==> config.mk <==
export PLATFORM = sky130hd
export DESIGN_NAME = key_event_fifo
export DESIGN_NICKNAME = d
export VERILOG_FILES = /design/src/rtl/key_event_fifo.sv
export SDC_FILE = /design/constraint.sdc
export NUM_CORES = 1
export LEC_CHECK = 0
export ABC_CLOCK_PERIOD_IN_PS = 3000
export CAP_MARGIN = 30
export CELL_PAD_IN_SITES_DETAIL_PLACEMENT = 1
export CELL_PAD_IN_SITES_GLOBAL_PLACEMENT = 1
export CORE_ASPECT_RATIO = 0.9
export CORE_MARGIN = 8
export CORE_UTILIZATION = 48
export CTS_BUF_LIST = sky130_fd_sc_hd__clkbuf_4
export CTS_CLUSTER_SIZE = 14
export DETAILED_ROUTE_END_ITERATION = 7
export GPL_TIMING_DRIVEN = 0
export PLACE_DENSITY = 0.92
export SLEW_MARGIN = 0
export SYNTH_ARGS = -nofsm -noshare
export SYNTH_HDL_FRONTEND = slang
export SYNTH_SLANG_ARGS = --single-unit
==> constraint.sdc <==
create_clock -name clk -period 3 [get_ports clk]
set_input_delay 0.6 -clock clk [delete_from_list [all_inputs] [get_ports clk]]
set_output_delay 0.6 -clock clk [all_outputs]
set_load 0.01 [all_outputs]
==> src/rtl/key_event_fifo.sv <==
// key_event_fifo: repeat-suppressing key event capture.
// The first debounced pulse of a press is accepted and snapshots the switch
// bank into a small FIFO. Pulses that arrive while the key is still held are
// discarded. The FIFO is drained by CPU read strobes.
module key_event_fifo #(
    parameter int unsigned REPEAT_WIN = 50000,
    parameter int unsigned DATA_W     = 16,
    parameter int unsigned DEPTH      = 4
) (
    input  logic                     clk,
    input  logic                     rst,
    input  logic                     key_pulse,
    input  logic [DATA_W-1:0]        sw,
    input  logic                     pop,
    input  logic                     ovf_clr,
    output logic [DATA_W-1:0]        head_data,
    output logic                     empty,
    output logic                     full,
    output logic [$clog2(DEPTH):0]   count,
    output logic                     overflow,
    output logic                     held
);

    localparam int unsigned PTR_W = $clog2(DEPTH);
    localparam int unsigned CNT_W = $clog2(DEPTH) + 1;
    localparam int unsigned GAP_W = $clog2(REPEAT_WIN) + 1;

    typedef enum logic {
        ARMED = 1'b0,
        HELD  = 1'b1
    } state_t;

    state_t             state;
    state_t             state_nxt;
    logic [GAP_W-1:0]   gap_cnt;
    logic [GAP_W-1:0]   gap_nxt;
    logic               accept;

    logic [DATA_W-1:0]  mem [DEPTH];
    logic [PTR_W-1:0]   rd_ptr;
    logic [PTR_W-1:0]   wr_ptr;
    logic [CNT_W-1:0]   cnt;
    logic               ovf_r;

    logic               is_empty;
    logic               is_full;
    logic               do_pop;
    logic               do_push;
    logic               drop;

    // Repeat filter state register and idle-gap counter.
    always_ff @(posedge clk) begin
        if (rst) begin
            state   <= ARMED;
            gap_cnt <= '0;
        end else begin
            state   <= state_nxt;
            gap_cnt <= gap_nxt;
        end
    end

    // Repeat filter next state: accept the first pulse, then require
    // REPEAT_WIN consecutive idle cycles before re-arming.
    always_comb begin
        state_nxt = state;
        gap_nxt   = gap_cnt;
        accept    = 1'b0;
        case (state)
            ARMED: begin
                if (key_pulse) begin
                    accept    = 1'b1;
                    state_nxt = HELD;
                    gap_nxt   = '0;
                end
            end
            HELD: begin
                if (key_pulse) begin
                    // A repeat, including one on the terminal count, restarts the gap.
                    gap_nxt = '0;
                end else if (gap_cnt == GAP_W'(REPEAT_WIN - 1)) begin
                    state_nxt = ARMED;
                    gap_nxt   = '0;
                end else begin
                    gap_nxt = gap_cnt + GAP_W'(1);
                end
            end
            default: begin
                state_nxt = ARMED;
                gap_nxt   = '0;
            end
        endcase
    end

    // FIFO control decode: a pop on a full FIFO makes room for a same-cycle push.
    always_comb begin
        is_empty = (cnt == '0);
        is_full  = (cnt == CNT_W'(DEPTH));
        do_pop   = pop && !is_empty;
        do_push  = accept && (!is_full || do_pop);
        drop     = accept && is_full && !do_pop;
    end

    // FIFO storage; contents need no reset because the empty gate hides them.
    always_ff @(posedge clk) begin
        if (do_push && !rst) begin
            mem[wr_ptr] <= sw;
        end
    end

    // FIFO pointers, occupancy and sticky overflow (a new drop beats a clear).
    always_ff @(posedge clk) begin
        if (rst) begin
            rd_ptr <= '0;
            wr_ptr <= '0;
            cnt    <= '0;
            ovf_r  <= 1'b0;
        end else begin
            if (do_push) begin
                wr_ptr <= wr_ptr + PTR_W'(1);
            end
            if (do_pop) begin
                rd_ptr <= rd_ptr + PTR_W'(1);
            end
            case ({do_push, do_pop})
                2'b10:   cnt <= cnt + CNT_W'(1);
                2'b01:   cnt <= cnt - CNT_W'(1);
                default: cnt <= cnt;
            endcase
            if (drop) begin
                ovf_r <= 1'b1;
            end else if (ovf_clr) begin
                ovf_r <= 1'b0;
            end
        end
    end

    // Outputs decoded from registers only.
    always_comb begin
        count     = cnt;
        empty     = is_empty;
        full      = is_full;
        overflow  = ovf_r;
        held      = (state == HELD);
        head_data = is_empty ? '0 : mem[rd_ptr];
    end

endmodule

# After elaboration in Yosys (flattened, before gate mapping)
# Memory sizes are Yosys's and may differ from the RTL's. A register that Yosys moved wholly into a read port is not among the register bits.
# Cells that the tools add are included.
dict set report totals {
  ff_bits 26
  latch_bits 0
  ram_bits 64
  romBits 0
  input_bits 21
  out_inout_bits 23
  elab_cells 48
  mem_count 1
}
dict set report op_classes {
  add_sub_neg 5
  n_mul 0
  div 0
  n_lt_le_gt_ge 0
  n_eq_ne 5
  shifts 0
  mux 17
  bitwise 1
  reduce_logical 13
}
# memory words width read_ports rd_ports_with_merged_regs write_ports line_no
set mem_list {}
lappend mem_list {mem 4 16 1 1 1 39} ;# logic [DATA_W-1:0] mem [DEPTH];
# operator count
set ops {}
lappend ops {{two-way mux 17 bit} 3}
lappend ops {{one-hot mux 17 bit (2 select lines)} 1}
lappend ops {{adder 17 x 1 -> 17 bit (second input constant)} 1}
lappend ops {{equality test 17 x 16 -> 1 bit (second input constant)} 1}
lappend ops {{two-way mux 16 bit} 1}
lappend ops {{two-way mux 1 bit} 8}
lappend ops {{one-hot mux 3 bit (2 select lines)} 1}
lappend ops {{logical AND 1 bit} 5}
lappend ops {{adder 2 x 1 -> 2 bit (second input constant)} 2}
lappend ops {{zero test 1 bit} 4}
lappend ops {{two-way mux 2 bit} 2}
lappend ops {{nonzero test 2 bit} 2}
lappend ops {{adder 3 x 1 -> 3 bit (second input constant)} 1}
lappend ops {{equality test 3 bit (second input constant)} 1}
lappend ops {{zero test 3 bit} 1}
lappend ops {{subtractor 3 x 1 -> 3 bit (second input constant)} 1}
lappend ops {{equality test 2 x 1 -> 1 bit (second input constant)} 1}
lappend ops {{equality test 2 bit (second input constant)} 1}
lappend ops {{!= test 2 bit (second input constant)} 1}
lappend ops {{one-hot mux 1 bit (2 select lines)} 1}
lappend ops {{logical OR 1 bit} 1}
lappend ops {{NOT 1 bit} 1}

# Logic depth before layout (Yosys ltp)
# Gate-level depths: netlist of the first run.
dict set report logic_depth {
  word_depth 8
  ltp_mapped 8
}

# Least setup slack after synthesis of the first run
# Ideal clock, no wire load.
dict set report synth_path {
  path_type {input -> register}
  start {input port key_pulse}
  end {register cnt[2], in the netlist count[2]}
  setup_ns 0.132
  t_arrival_ns 2.199
  required_time_ns 2.868
  slack_ns 0.669
  cell_stages 8
  n_path_buf 1
  path_cell_list {nand2b_1 > clkbuf_1 > and3_1 > inv_1 > fa_1 > or3_1 > a32oi_1 > a21oi_1}
}
dict set report synth_between {
  elab_chain_len 5
  elab_cells_between_ends 7
  cone_classes {eq/ne: 2; mux: 3; reduce/logical: 2}
}
# item line_no
set synth_lines {}
lappend synth_lines {{from (decl)} 12} ;# input logic key_pulse,
lappend synth_lines {{two-way mux 1 bit *} 70} ;# if (key_pulse) begin
lappend synth_lines {{two-way mux 1 bit *} 68} ;# case (state)
lappend synth_lines {{logical AND 1 bit *} 99} ;# do_push = accept && (!is_full || do_pop);
lappend synth_lines {{equality test 2 x 1 -> 1 bit or equality test 2 bit (tied branches)} 124} ;# case ({do_push, do_pop})
lappend synth_lines {{one-hot mux 3 bit (2 select lines) or nonzero test 2 bit (tied branches)} -}
lappend synth_lines {{to (signal assigned)} 125} ;# 2'b10: cnt <= cnt + CNT_W'(1);
lappend synth_lines {{to (signal assigned)} 126} ;# 2'b01: cnt <= cnt - CNT_W'(1);
lappend synth_lines {{to (signal assigned)} 127} ;# default: cnt <= cnt;
lappend synth_lines {{to (decl)} 42} ;# logic [CNT_W-1:0] cnt;
# Mark *: on every way between the ends. The rest lies on a longest branch, timed or not.
# A chain may end at the register's enable or synchronous reset.

==> impl_results.md, run 1 <==
- Filler cells: 809
- Mapped Cells: 295
- Skew-Pair Late Insertion Delay: 450 ps
- Outcome: complete, no violations
- Worst-case clock skew: 11.15 ps
- Vias in the first global route: 2795
- Syn nets: 322
- First-pass GRT wire length: 14550 microns
- Synth unique cells: 44
- Tcrit/Tclk final: 96.12%
- Total DRC errors in the routed layout: 0
- Dpl cells: 437
- CTS tree: yes
- Diode count: 0
- Syn Area/Cell: 13.41 sq um
- Initial antenna violation count: 0
- Leak pwr: 0.001543 uW
- Asr flop ratio synth: 0%
- Worst flop-to-flop path endpoint: count[2]$_SDFFE_PP0P_
- Pwr Density: 653.1 mW/mm^2
- RePlAce Congestion: 0.8066
- Top_reg_cell synth: edfxtp_1
- Largest net degree at the start of global routing: 19
- Multi-input logic area: 0.001391 sq mm
- Unrepaired setup endpoints after global routing: no
- Share of layout cells above drive strength 1: 11.65%
- Pwr Total: 3052 uW
- Pint: 2127 uW
- Post-DP HPWL: 6206 microns
- Num ports: 44
- Final setup fails: 0
- Clk slew on worst S/H paths: 150 ps
- Avg WL per Cell: 19.42 microns
- CP max FO: 10
- Vias: 2605
- Reg2Reg Setup Slack: 460 ps
- TritonRoute pass-1 iters: 4
- Slew HR: 41.80%
- Die width: 111.7 microns
- Max-cap check violation count: 0
- Switching Fraction: 30.32%
- Sw power: 925.2 uW
- Overall fraction of global-route tracks in use: 16.36%
- Fin cells: 451
- Sequential power share: 47.9%
- Number of synthesized flops with an enable pin: 64
- Achievable Freq: 346.8 MHz
- Pins Over Slew Limit: 0
- # Post-CTS Setup Buffers: 0
- Post-synthesis sequential area ratio: 62.75%
- H-tree depth: 3
- Drt total wl: 8760 microns
- # rows: 31
- Via density: 5.776
- FF+latch area: 0.002484 sq mm
- Setup TNS: 0 ps
- Worst r2r src: held$_SDFF_PP0_
- Clock buffer depth: 2
- Number of nets still failing antenna checks after routing: 0
- Clk root buf: clkbuf_4
- Area growth syn-to-layout: 18.12%
- Worst min-delay path startpoint: gap_cnt[16]$_SDFFE_PP0P_
- WHS: 515.1 ps
- Starting density of the core: 49.28%
- Worst setup path category: flop to output pin
- CTS buffer count: 9
- Arrival time worst endpoint: 2280 ps
- Yosys warns: 0
- Total grt overflow: 0
- Hold endpoint: gap_cnt[16]$_SDFFE_PP0P_
- Nets: 374
- Mapped cell area: 0.003956 sq mm
- Die height: 102.1 microns
- Peak supply drop: 0.0003850 V
- Hold Path Depth: 2
- Core outline area: 0.008029 sq mm
- Worst EP required: 2400 ps
- Reg2reg path depth: 8
- DRT iter0 DRCs: 112
- Die ar.: 0.01141 sq mm
- CP endpoint kind: output pin
- End-of-flow core utilization: 58.20%
- Clock Power Share: 21.3%
- Number of synthesized register bits: 92
- IO Port Bufs: 43
- Min cycle time layout: 2884 ps
- CTS sink cnt: 92
- HP Class: flop to flop
- Combinational Power Share: 30.8%
- Kind of start point of the critical path: flop
- Final hold vios: 0
- Worst Tran Pin Value: 873.0 ps
through the flow:
stage	cell area, sq um	setup slack [ps]
after global routing	4673	0.3095
after global placement	4511	-115.7
after detailed placement	4511	-236.5
after CTS	4658	4.446
final	4673	116.5
after floorplan	3956	669.1
Yosys cell counts (all sizes together), types with 4 or more instances:
cell type / number / area [sq um]
a21oi: 8 / 40.04
and2: 21 / 131.4
and4: 4 / 35.03
buf: 4 / 20.02
clkbuf: 11 / 41.29
dfxtp: 28 / 560.5
edfxtp: 64 / 1922
ha: 5 / 62.56
inv: 7 / 26.28
mux4: 16 / 360.4
nand2: 21 / 78.83
nand3: 16 / 80.08
nand4: 11 / 68.82
nor2: 16 / 60.06
o211ai: 5 / 37.54
or3: 8 / 50.05
or4: 6 / 45.04
layout by cell type, fill, tap and decap left out, types with 4 or more instances in the layout:
cell type	synthesis	routed
dfxtp_1	28	27
nand2_1	21	21
ha_1	5	5
and2_1	21	21
clkbuf_4	0	10
and4_1	4	4
a21oi_1	8	8
nor2_1	16	16
clkdlybuf4s50_1	0	41
inv_1	7	7
mux4_2	16	16
or3_1	8	7
or4_1	6	6
nand3_1	16	16
o211ai_1	5	5
nand4_1	11	11
clkbuf_1	11	7
edfxtp_1	64	64
area by class of cell:
cell class,instances,area share (%)
Tap cell,99,2.651
Clock inverter,7,1.392
Multi-Input combinational cell,181,29.77
Buffer,13,1.714
Timing Repair Buffer,43,9.317
Clock buffer,9,1.446
Sequential cell,92,53.15
Inverter,7,0.5622
power by group through the flow:
stage	sequential (uW)	combinational [uW]	clock, uW
2_1_floorplan	1480	499	0
3_3_place_gp	1480	891	0
3_5_place_dp	1480	931	0
4_1_cts	1460	952	678
5_1_grt	1470	1020	725
6_report	1460	939	651
flip-flops by register name, indices dropped and copies added (netlist names), named ones only:
signal    flops
wr_ptr        2
rd_ptr        2
mem          64
gap_cnt      17
count         3
overflow      1
held          1
timing repair:
action,in CTS,in global routing
setup endpoints to repair,10,10
gates resized for setup,8,5
hold buffers,0,0
worst max-delay path, cell delays in order, from the launching register on:
cell and delay, ps:
dfxtp_1 350, buf_6 160, buf_12 170, mux4_2 510, and2_1 170, clkdlybuf4s50_1 490
cell families (layout without fill, tap and decap cells):
family	Yosys count	count (layout)	share of synthesized area, %
AO/OA/AOI/OAI	31	31	5.377
XOR/XNOR	5	5	1.107
adder cells (fa/ha/maj)	6	6	2.087
buffers and inverters	22	79	2.214
flip-flops	92	92	62.75
multiplexers	17	17	9.361
AND/OR/NAND/NOR	122	122	17.11
metal layers:
metal	track usage, %	part of all wire [%]
met1	18.88	45
met2	29.35	50
met3	4.903	4.9
met4	4.197	0.80
met5	0	0
worst max path at each step:
stage               cells past startpoint      start               endpoint  slack, ps
floorplan                               8  key_pulse  count[2]$_SDFFE_PP0P_        670
global placement                        6  key_pulse   mem[0][14]$_DFFE_PP_       -120
detailed placement                      6  key_pulse   mem[0][11]$_DFFE_PP_       -240
CTS                                     5       flop           head_data[6]          4
global route                            5       flop          head_data[14]        0.3
finish                                  5       flop          head_data[14]        120
Power figures use the tool's default switching activity.
==> inputs of run 2 (changes only) <==
--- a/config.mk
+++ b/config.mk
@@ -13,7 +13,6 @@
 export CORE_MARGIN = 8
 export CORE_UTILIZATION = 48
 export CTS_BUF_LIST = sky130_fd_sc_hd__clkbuf_4
-export CTS_CLUSTER_SIZE = 14
 export DETAILED_ROUTE_END_ITERATION = 7
 export GPL_TIMING_DRIVEN = 0
 export PLACE_DENSITY = 0.92
==> results of run 2 <==
No change in the layout: final DEF, timing and power equal those of run 1.
==> inputs of run 3 (changes only) <==
--- a/config.mk
+++ b/config.mk
@@ -13,6 +13,7 @@
 export CORE_MARGIN = 8
 export CORE_UTILIZATION = 48
 export CTS_BUF_LIST = sky130_fd_sc_hd__clkbuf_4
+export CTS_CLUSTER_DIAMETER = 30
 export DETAILED_ROUTE_END_ITERATION = 7
 export GPL_TIMING_DRIVEN = 0
 export PLACE_DENSITY = 0.92
==> results of run 3 <==
No change in the layout: final DEF, timing and power equal those of run 1.
